File: src/rtl/seq_calculator.sv
// Multi-cycle arithmetic unit: add/sub/compare in one RUN cycle; multiply, divide and sqrt iterate one bit per cycle.
// Optional feature macro: CALC_SQRT_EN enables the op 5 square-root datapath; otherwise op 5 is illegal.
module seq_calculator #(
  parameter int unsigned WIDTH = 4
) (
  input  logic               clk,
  input  logic               rst_n,
  input  logic               start,
  input  logic [3:0]         op,
  input  logic [WIDTH-1:0]   a,
  input  logic [WIDTH-1:0]   b,
  output logic               busy,
  output logic               done,
  output logic               err,
  output logic [2*WIDTH-1:0] result
);

  localparam int unsigned RW = 2 * WIDTH;
  localparam int unsigned CW = (WIDTH > 2) ? $clog2(WIDTH) : 1;

  localparam logic [3:0] OP_ADD  = 4'd0;
  localparam logic [3:0] OP_SUB  = 4'd1;
  localparam logic [3:0] OP_DIV  = 4'd2;
  localparam logic [3:0] OP_MUL  = 4'd3;
  localparam logic [3:0] OP_REM  = 4'd4;
  localparam logic [3:0] OP_SQRT = 4'd5;
  localparam logic [3:0] OP_CMP  = 4'd6;
  localparam logic [3:0] OP_SQA  = 4'd7;
  localparam logic [3:0] OP_SQB  = 4'd8;

  typedef enum logic {S_IDLE, S_RUN} state_t;

  state_t          state;
  logic [CW-1:0]   cnt;
  logic            iter;
  logic [3:0]      op_q;
  logic [WIDTH-1:0] a_q, b_q;
  // acc: product / partial remainder; opa: shifted multiplicand / radicand; opb: multiplier / dividend-quotient / root
  logic [RW-1:0]   acc;
  logic [RW-1:0]   opa;
  logic [WIDTH-1:0] opb;

  logic [RW-1:0]   mul_next;
  logic [WIDTH:0]  div_sh;
  logic            div_ge;
  logic [WIDTH:0]  div_rem;
  logic [RW-1:0]   fin_result;
  logic            fin_err;

  function automatic logic is_iter(input logic [3:0] o);
    case (o)
      OP_DIV, OP_MUL, OP_REM, OP_SQA, OP_SQB: is_iter = 1'b1;
`ifdef CALC_SQRT_EN
      OP_SQRT: is_iter = 1'b1;
`endif
      default: is_iter = 1'b0;
    endcase
  endfunction

  // One shift-add step and one restoring-division step
  always_comb begin
    mul_next = acc + (opb[0] ? opa : '0);
    div_sh   = {acc[WIDTH-1:0], opb[WIDTH-1]};
    div_ge   = (div_sh >= {1'b0, b_q});
    div_rem  = div_ge ? (div_sh - {1'b0, b_q}) : div_sh;
  end

`ifdef CALC_SQRT_EN
  logic [WIDTH+3:0] sq_sh;
  logic [WIDTH+3:0] sq_trial;
  logic             sq_ge;
  logic [WIDTH+3:0] sq_rem;

  // One digit-by-digit root step: bring down two radicand bits, try 4*root+1
  always_comb begin
    sq_sh    = {acc[WIDTH+1:0], opa[RW-1:RW-2]};
    sq_trial = {2'b00, opb, 2'b01};
    sq_ge    = (sq_sh >= sq_trial);
    sq_rem   = sq_ge ? (sq_sh - sq_trial) : sq_sh;
  end
`endif

  // Final result selection on the done edge
  always_comb begin
    fin_result = '0;
    fin_err    = 1'b0;
    case (op_q)
      OP_ADD: fin_result = RW'(a_q) + RW'(b_q);
      OP_SUB: fin_result = RW'(a_q) - RW'(b_q);
      OP_CMP: fin_result = RW'({a_q > b_q, a_q == b_q, a_q < b_q});
      OP_DIV: begin
        fin_result = RW'(opb);
        fin_err    = (b_q == '0);
      end
      OP_REM: begin
        fin_result = RW'(acc[WIDTH-1:0]);
        fin_err    = (b_q == '0);
      end
      OP_MUL, OP_SQA, OP_SQB: fin_result = acc;
`ifdef CALC_SQRT_EN
      OP_SQRT: fin_result = RW'(opb);
`endif
      default: fin_err = 1'b1;
    endcase
  end

  always_ff @(posedge clk or negedge rst_n) begin
    if (!rst_n) begin
      state  <= S_IDLE;
      cnt    <= '0;
      iter   <= 1'b0;
      op_q   <= '0;
      a_q    <= '0;
      b_q    <= '0;
      acc    <= '0;
      opa    <= '0;
      opb    <= '0;
      busy   <= 1'b0;
      done   <= 1'b0;
      err    <= 1'b0;
      result <= '0;
    end else begin
      done <= 1'b0;
      case (state)
        S_IDLE: begin
          if (start) begin
            state <= S_RUN;
            busy  <= 1'b1;
            err   <= 1'b0;
            op_q  <= op;
            a_q   <= a;
            b_q   <= b;
            iter  <= is_iter(op);
            cnt   <= is_iter(op) ? CW'(WIDTH - 1) : '0;
            acc   <= '0;
            case (op)
              OP_MUL: begin opa <= RW'(a); opb <= b; end
              OP_SQA: begin opa <= RW'(a); opb <= a; end
              OP_SQB: begin opa <= RW'(b); opb <= b; end
              OP_DIV, OP_REM: begin opa <= '0; opb <= a; end
              OP_SQRT: begin opa <= {b, a}; opb <= '0; end
              default: begin opa <= '0; opb <= '0; end
            endcase
          end
        end
        S_RUN: begin
          if (iter) begin
            case (op_q)
              OP_MUL, OP_SQA, OP_SQB: begin
                acc <= mul_next;
                opa <= opa << 1;
                opb <= opb >> 1;
              end
              OP_DIV, OP_REM: begin
                acc <= RW'(div_rem);
                opb <= {opb[WIDTH-2:0], div_ge};
              end
`ifdef CALC_SQRT_EN
              OP_SQRT: begin
                acc <= RW'(sq_rem);
                opa <= opa << 2;
                opb <= {opb[WIDTH-2:0], sq_ge};
              end
`endif
              default: ;
            endcase
            if (cnt == '0) iter <= 1'b0;
            else           cnt  <= cnt - CW'(1);
          end else begin
            result <= fin_result;
            err    <= fin_err;
            done   <= 1'b1;
            busy   <= 1'b0;
            state  <= S_IDLE;
          end
        end
        default: state <= S_IDLE;
      endcase
    end
  end

endmodule

File: config.mk
export PLATFORM = sky130hd
export DESIGN_NAME = seq_calculator
export DESIGN_NICKNAME = d
export VERILOG_FILES = /design/src/rtl/seq_calculator.sv
export SDC_FILE = /design/constraint.sdc
export NUM_CORES = 1
export LEC_CHECK = 0
export ABC_AREA = 1
export CAP_MARGIN = 20
export CORE_MARGIN = 4
export CORE_UTILIZATION = 53
export DETAILED_ROUTE_END_ITERATION = 7
export PLACE_DENSITY = 0.81
export SLEW_MARGIN = 20
export SYNTH_ARGS = -nofsm -noshare
export SYNTH_HDL_FRONTEND = slang
export SYNTH_SLANG_ARGS = --single-unit
File: constraint.sdc
create_clock -name clk -period 2 [get_ports clk]
set_input_delay 0.3 -clock clk [delete_from_list [all_inputs] [get_ports clk]]
set_output_delay 0.3 -clock clk [all_outputs]
set_load 0.05 [all_outputs]
**Yosys cells after proc, flatten, opt, wreduce, memory -nomap -nowiden**

Index checks and enable logic that the tools add are counted.

- Bits in registers: 47
- Latch bits: 0
- Bits in writable memories: 0
- ROM bits: 0
- Bits of input ports: 15
- Output and inout port bits: 11
- Logic and storage cells: 99
- Memories: 0

- $add $sub $neg: 5
- Multiply operators: 0
- Divide/modulo/power cells: 0
- Order comparisons: 3
- Eq/ne operators: 20
- Shift operators: 0
- Mux-type cells: 40
- Bitwise logic cells: 2
- Reduce and logical (&&, ||, !) cells: 16

Operators by type and width:

| kind | number |
|---|---|
| 8-bit two-way mux | 6 |
| 8-bit case mux with 2 select lines | 3 |
| 8-bit case mux with 6 select lines | 1 |
| 4-bit by 3-bit equality test with 1-bit output (second input constant) | 6 |
| 4-bit case mux with 2 select lines | 3 |
| 8-bit case mux with 3 select lines | 1 |
| 4-bit by 2-bit equality test with 1-bit output (second input constant) | 4 |
| 1-bit two-way mux | 13 |
| 1-bit case mux with 2 select lines | 5 |
| 3-bit AND reduction | 3 |
| 8-bit adder | 1 |
| 4-bit equality test (second input constant) | 2 |
| 4-bit zero test | 2 |
| 2-bit two-way mux | 4 |
| 4-bit two-way mux | 2 |
| 2-bit != test (second input constant) | 3 |
| 2-bit AND reduction | 3 |
| 2-bit OR reduction | 3 |
| 3-bit OR reduction | 2 |
| 6-bit OR reduction | 1 |
| 4-bit by 4-bit adder with 5-bit output | 1 |
| 5-bit by 4-bit greater-or-equal comparator with 1-bit output | 1 |
| 5-bit two-way mux | 1 |
| 5-bit OR reduction | 1 |
| other kinds (12) | 14 |

**Longest topological paths before layout**

Gate-level depths: netlist of the first run.

- Depth in word-level cells: 8
- Mapped depth: 12
- Gate-level depth less buffers: 11

**Least setup slack after synthesis of the first run**

OpenSTA, ideal clock, no wires.

- Kind: reg2reg
- Start: reg opb[0]
- End: reg acc[2]
- Setup time: 116 ps
- Arrival time: 1815 ps
- Required time: 1884 ps
- Slack: 69 ps
- Stages on the path, launching flop included: 11
- Buffers on the path: 1
- Clock period less this slack: 1931 ps
- Cells stage by stage: dfrtp_1 > clkbuf_1 > nand2_1 > inv_1 > ha_1 > fa_1 > or2_2 > a21oi_1 > nor2_1 > nand2_1 > nand2_1

- Cells in the longest elaborated chain, start to end: 5

RTL lines:

| item | RTL line | source |
|---|---|---|
| start: declaration | 41 | `logic [WIDTH-1:0] opb;` |
| start signal: assignment | 152 | `opb <= opb >> 1;` |
| start signal: assignment | 156 | `opb <= {opb[WIDTH-2:0], div_ge};` |
| 8-bit two-way mux | 62 | `mul_next = acc + (opb[0] ? opa : '0);` |
| 8-bit adder | 62 |  |
| 8-bit case mux with 2 select lines | 148 | `case (op_q)` |
| 8-bit two-way mux | 147 | `if (iter) begin` |
| 8-bit case mux with 2 select lines | 124 | `case (state)` |
| end signal: assignment | 150 | `acc <= mul_next;` |
| end signal: assignment | 155 | `acc <= RW'(div_rem);` |
| end: declaration | 39 | `logic [RW-1:0] acc;` |

Every way passes these cells. The select of a mux whose other input is x is not followed.
A chain may end at the register's enable or synchronous reset.

**Final worst setup path of the first run**

- Start: reg opb[0]
- End: reg acc[4]

The elaborated chain is that of the path after synthesis.

==> results of run 1 <==
-- path summary, 6_finish.rpt --
kind	startpoint	to	slack (ns)	cells after the start
setup reg to reg	opb[0]	acc[4]	0.19	10
hold / removal	rst_n	iter	0.08	2
hold reg to reg	result[4]	result[4]	0.49	2
setup / recovery	opb[0]	acc[4]	0.19	10
min in group clk	result[4]	result[4]	0.49	2
max in group asynchronous	rst_n	b_q[0]	1.49	2
-- state kept, by name, summed over array words and instances (netlist names) --
name    count
a_q         4
acc         8
b_q         4
busy        1
cnt         2
done        1
err         1
iter        1
op_q        4
opa         8
opb         4
result      8
state       1
-- layout make-up --
type / count / share of cell area
tap: 75 / 0.0244
inverter: 67 / 0.0653
clock inverter: 1 / 0.00227
clock buffer: 7 / 0.0224
timing repair buffer: 33 / 0.0825
sequential: 47 / 0.306
multi-input combinational: 376 / 0.498
-- timing repair --
action,CTS,global route
endpoints found under the setup margin,0,8
hold endpoints to repair,0,0
gates resized for setup,0,7
buffers inserted,0,0
-- cell usage in the layout, fill, tap and decap left out, types with 2 or more instances in the layout --
cell type          n
nor2_1            31
o21ai_0           15
inv_2              2
buf_4              7
a21oi_1           17
nand3_1           52
clkbuf_8           6
clkdlybuf4s50_1   24
ha_1              20
nand2_1          190
o21ai_1            6
fa_1               3
nor3_1             3
nor2_2             6
xor2_1             2
o21ai_4            2
o211ai_1           2
inv_1             64
dfrtp_1           46
a22oi_1            2
nand3b_1           3
nand4_1           10
-- per-layer routing --
metal  vias to the layer above  share of wire
met5                         -              0
met4                         0          0.010
met3                        10          0.057
met2                        98           0.48
met1                      1486           0.46
li1                       1650              -
-- metrics by stage --
stage                util  setup slack [ns]  hold slack [ns]  area, um2
CTS                 0.633            0.0830            0.112       3830
floorplan               -            0.0688          0.00441       3400
finish              0.636             0.188           0.0780       3850
global route        0.636            0.0291            0.129       3850
global placement    0.617             0.186            0.425       3740
detailed placement  0.617            0.0998            0.439       3740
-- power breakdown --
group | internal, mW | total, mW | leakage, nW | switching [mW]
registers | 1.32 | 1.62 | 0.611 | 0.305
logic | 1.23 | 3.66 | 1.48 | 2.43
clock network | 0.284 | 0.617 | 0.0484 | 0.333
total | 2.84 | 5.90 | 2.14 | 3.06
-- cell families after synthesis --
logic type / Yosys count / synth area share
AOI/OAI and AO/OA: 48 / 0.0803
buffers and inverters: 78 / 0.0943
xor gates and xnor gates: 3 / 0.00774
and+or+nand+nor: 301 / 0.374
DFF: 47 / 0.346
adders and majority gates: 24 / 0.0972
==> results_dict.tcl, run 1 <==
set metrics [dict create \
    outcome "completed" \
    die-area_um2 7750 \
    final_layout_size_suffix_gt1_frac 0.0621 \
    clk_pin_slew_worst_paths_ns 0.09 \
    rsz0062_at_grt "false" \
    cts_max_level 2 \
    met2_usage 0.390 \
    post-route-min-period_ns 1.81 \
    clock_skew_ns 0.00659 \
    period_share 0.906 \
    total_power_mw 5.90 \
    grt_first_pass_wirelength_um 14100 \
    tns_ns 0 \
    cpPeakStageDelay_ns 0.42 \
    yosysMostFrequentCell "nand2_1" \
    num_rows 28 \
    syn-cell-area_um2 3400 \
    grt_overflow_total 0 \
    dr.pass1.iters 7 \
    antenna_found_initial 0 \
    grt_max_degree 48 \
    clockBufferDepth 2 \
    num-fill-cells 545 \
    start_kind "register" \
    worst_pin_slew_ns 0.613 \
    p_leak_nw 2.14 \
    grt_use_total 0.231 \
    die_y_um 88.1 \
    hold_viol 0 \
    irDropWorstVdd_mv 0.831 \
    synth_edf_count 0 \
    crit_fanout 8 \
    yosysTopAreaCell "dfrtp_1" \
    ant_nets 0 \
    crit_top_cell "nand2_1" \
    min-delay-path-class "in -> async" \
    max_freq_mhz 552 \
    dr_total_vias 3244 \
    fin_cells 606 \
    drtIter0Drc 239 \
    core-area_um2 6060 \
    die_x_um 88.1 \
    cts.sinks 47 \
    grt.met1_usage 0.315 \
    yosys_warnings 0 \
    drc_errors 0 \
    yosysSeqAreaShare 0.346 \
    drv_slew 0 \
    cts_tree "yes" \
    dp_hpwl_um 6330 \
    wl_per_cell_um 13.4 \
    syn_area_per_cell_um2 6.78 \
    cts_hold_buf 0 \
    cts_root_buf "clkbuf_8" \
    required_ns 2.21 \
    start_util 0.560 \
    use_met3 0.0320 \
    critPathBufInv 2 \
    syn2layout_area_growth_pct 13.4 \
    end_kind "register" \
    async_flop_share 1.00 \
    power_density_nw_per_um2 1530 \
    path_class "reg -> reg" \
    ys.flop_type "dfrtp_1" \
    synth_nets 540 \
    ys_ff_latch 47 \
    first_global_vias 3097 \
    nets 569 \
    placed_cells 598 \
    drv_cap 0 \
    yosys.area.top_type_share 0.346 \
    regArea_um2 1180 \
    setup_viol 0 \
    max_slew_margin 0.591 \
    multiInputGateArea_um2 1920 \
    port_buffers 25 \
    synth_cells 501 \
    drt_wl_total_um 8100 \
    path_cells "buf_4 > nand2_1 > inv_1 > ha_1 > a21oi_1 > nand3_1 > a21oi_1 > nor2_1 > nand2_1 > nand2_1" \
    clk_latency_ns 0.30 \
    synth_area_leaders "dfrtp_1, nand2_1, nand3_1" \
    synth_top_cells_by_count "nand2_1, inv_1, nand3_1, dfrtp_1, nor2_1" \
    critPathTopFamily "compound AO/OA/AOI/OAI gates" \
    cts_buffers 5 \
    busiest_layer "met2" \
    io_pins 26 \
    vias_per_cell 5.35 \
    n_antenna_cell 0 \
    gp_congestion 0.999 \
    cp_data_arrival_time_ns 2.02 \
    ys_types 34 \
    slowest_stage "dfrtp_1" \
]
Note: power is estimated with default switching activity, not from simulation.
==> run 2: changes to the inputs <==
- CTS_CLUSTER_DIAMETER: not set -> 80
- SLEW_MARGIN: 20 -> not set
==> results of run 2 <==
Same layout as run 1: the final DEF is identical, and so are final timing and power.
==> run 3: changes to the inputs <==
- CORE_UTILIZATION: 53 -> 27
- PLACE_DENSITY: 0.81 -> 0.5
==> run 3 against run 2 <==
Net effect: combinational power about the same; sequential share of layout area decreased by 1.9 points; critical endpoint is now acc[2]; via count decreased by 0.43%; largest cell class unchanged; die area increased by 86%; global-route usage decreased by 9.7 points; clock power increased by 80%; first-iteration DRC count decreased by 31%.
==> results_dict.tcl, run 3 (synthesized netlist as in run 1, its figures left out) <==
set metrics [dict create \
    drv_cap 0 \
    setup_viol 0 \
    die-area_um2 14400 \
    cts_tree "yes" \
    seq_power_share 0.255 \
    cts_max_level 2 \
    num-fill-cells 1311 \
    dr.pass1.iters 5 \
    grt_overflow_total 0 \
    p_leak_nw 2.21 \
    tns_ns 0 \
    power_frac_clock 0.172 \
    slowest_stage "dfrtp_1" \
    clockBufferDepth 2 \
    dp_hpwl_um 7330 \
    reg2reg_slack_ns 0.17 \
    p_int_mw 3.28 \
    clock_skew_ns 0.00429 \
    grt_use_total 0.134 \
    first_global_vias 3190 \
    syn2layout_area_growth_pct 20.9 \
    max_slew_margin 0.661 \
    dr_total_vias 3230 \
    cp-startpoint "opb[0]" \
    worstRegToRegCells 9 \
    p_sw_mw 3.16 \
    post-route-min-period_ns 1.83 \
    top_regs "acc: 8 flops, opa: 8 flops, result: 8 flops" \
    nets 575 \
    r2r_start "opb[0]" \
    die_x_um 120 \
    ant_nets 0 \
    drv_slew 0 \
    vias_per_cell 4.58 \
    drc_errors 0 \
    final_cell_mix "nand2_1, inv_1, nand3_1, dfrtp_1, nor2_1" \
    hold_viol 0 \
    antenna_found_initial 0 \
    timing.rr.end "acc[2]" \
    path_class "reg -> reg" \
    min-delay-path-class "reg -> reg" \
    grt_max_degree 48 \
    required_ns 2.19 \
    core-area_um2 12200 \
    switching_share 0.491 \
    mostFrequentLayoutCell "nand2_1" \
    power_density_nw_per_um2 1570 \
    io_pins 26 \
    drt_wl_total_um 9410 \
    gp_congestion 0.873 \
    outcome "completed" \
    path_cells "nand2_1 > inv_1 > ha_1 > fa_2 > or2_2 > a21oi_1 > nor2_1 > nand2_1 > nand2_1" \
    port_buffers 25 \
    start_util 0.279 \
    critPathTopFamily "adder cells" \
    cp_data_arrival_time_ns 2.01 \
    period_share 0.914 \
    p_comb_frac 0.573 \
    cts_root_buf "clkbuf_16" \
    crit_top_cell "nand2_1" \
    end_kind "register" \
    clk_latency_ns 0.29 \
    cp.depth 9 \
    die_y_um 120 \
    rsz0062_at_grt "false" \
    num_rows 40 \
    wl_per_cell_um 13.3 \
    cp-endpoint "acc[2]" \
    critPathBufInv 1 \
    crit_fanout 5 \
    max_freq_mhz 547 \
    worst_pin_slew_ns 0.507 \
    irDropWorstVdd_mv 0.616 \
    total_power_mw 6.44 \
    start_kind "register" \
    cts.sinks 47 \
    cpPeakStageDelay_ns 0.42 \
    final_layout_size_suffix_gt1_frac 0.0689 \
    grt_first_pass_wirelength_um 15700 \
    n_antenna_cell 0 \
    cts_buffers 5 \
    drtIter0Drc 165 \
    clk_pin_slew_worst_paths_ns 0.07 \
]
[run 3: cell types whose count changed in the layout (fill, tap and decap cells not counted), moves of 2 or more]
| cell | delta |
|---|---|
| clkbuf_16 | +5 |
| clkbuf_8 | -6 |
| bufinv_16 | +2 |
| buf_4 | +5 |
[run 3: how the worst min path moves through the flow]
| stage | start | end | slack, ns | cells after the start |
|---|---|---|---|---|
| floorplan | rst_n | a_q[0] | 0.004 | 0 |
| global placement | rst_n | busy | 0.31 | 2 |
| detailed placement | rst_n | busy | 0.31 | 2 |
| CTS | result[0] | result[0] | 0.49 | 2 |
| global route | opa[7] | opa[7] | 0.52 | 2 |
| finish | result[3] | result[3] | 0.48 | 2 |
[run 3: layout make-up]
cell class | instances | area (um2) | share of cell area
Clock buffer | 5 | 125 | 0.0305
Inverter | 67 | 251 | 0.0612
Clock inverter | 3 | 67.6 | 0.0165
Tap cell | 168 | 210 | 0.0512
Multi-Input combinational cell | 376 | 1910 | 0.465
Sequential cell | 47 | 1180 | 0.286
Timing Repair Buffer | 39 | 365 | 0.0890
[run 3: tightest hold or removal path, stage by stage, from the launching register on]
cell	delay, ns
dfrtp_1	0.34
nand2_1	0.06
nand2_1	0.05
[run 3: timing repair]
action | in CTS | in global routing
hold buffers | 1 | 0
gates resized for setup | 0 | 4
setup endpoints to repair | 0 | 7
endpoints found under the hold margin | 6 | 0
setup buffers | 0 | 1
[run 3: power groups by stage]
stage,combinational (mW),sequential [mW],clock [mW]
floorplan,2.43,1.87,0
global placement,3.66,1.65,0
detailed placement,3.65,1.66,0
CTS,3.70,1.64,1.14
global route,4.19,1.69,1.17
finish,3.69,1.64,1.11
[run 3: per-layer routing]
metal / GRT usage / share of wire
met1: 0.182 / 0.48
met4: 0.0422 / 0.018
met2: 0.219 / 0.46
met5: 0 / 0
met3: 0.0189 / 0.033
[run 3: stage by stage]
stage	cell area [um2]	hold slack, ns	setup slack [ns]	cells	util
2_1_floorplan	3400	0.00441	0.0688	501	-
3_3_place_gp	3890	0.311	0.0896	695	0.320
3_5_place_dp	3890	0.314	0.0587	695	0.320
4_1_cts	4090	0.485	0.102	704	0.336
5_1_grt	4110	0.521	0.00293	705	0.338
6_report	4110	0.482	0.171	705	0.338
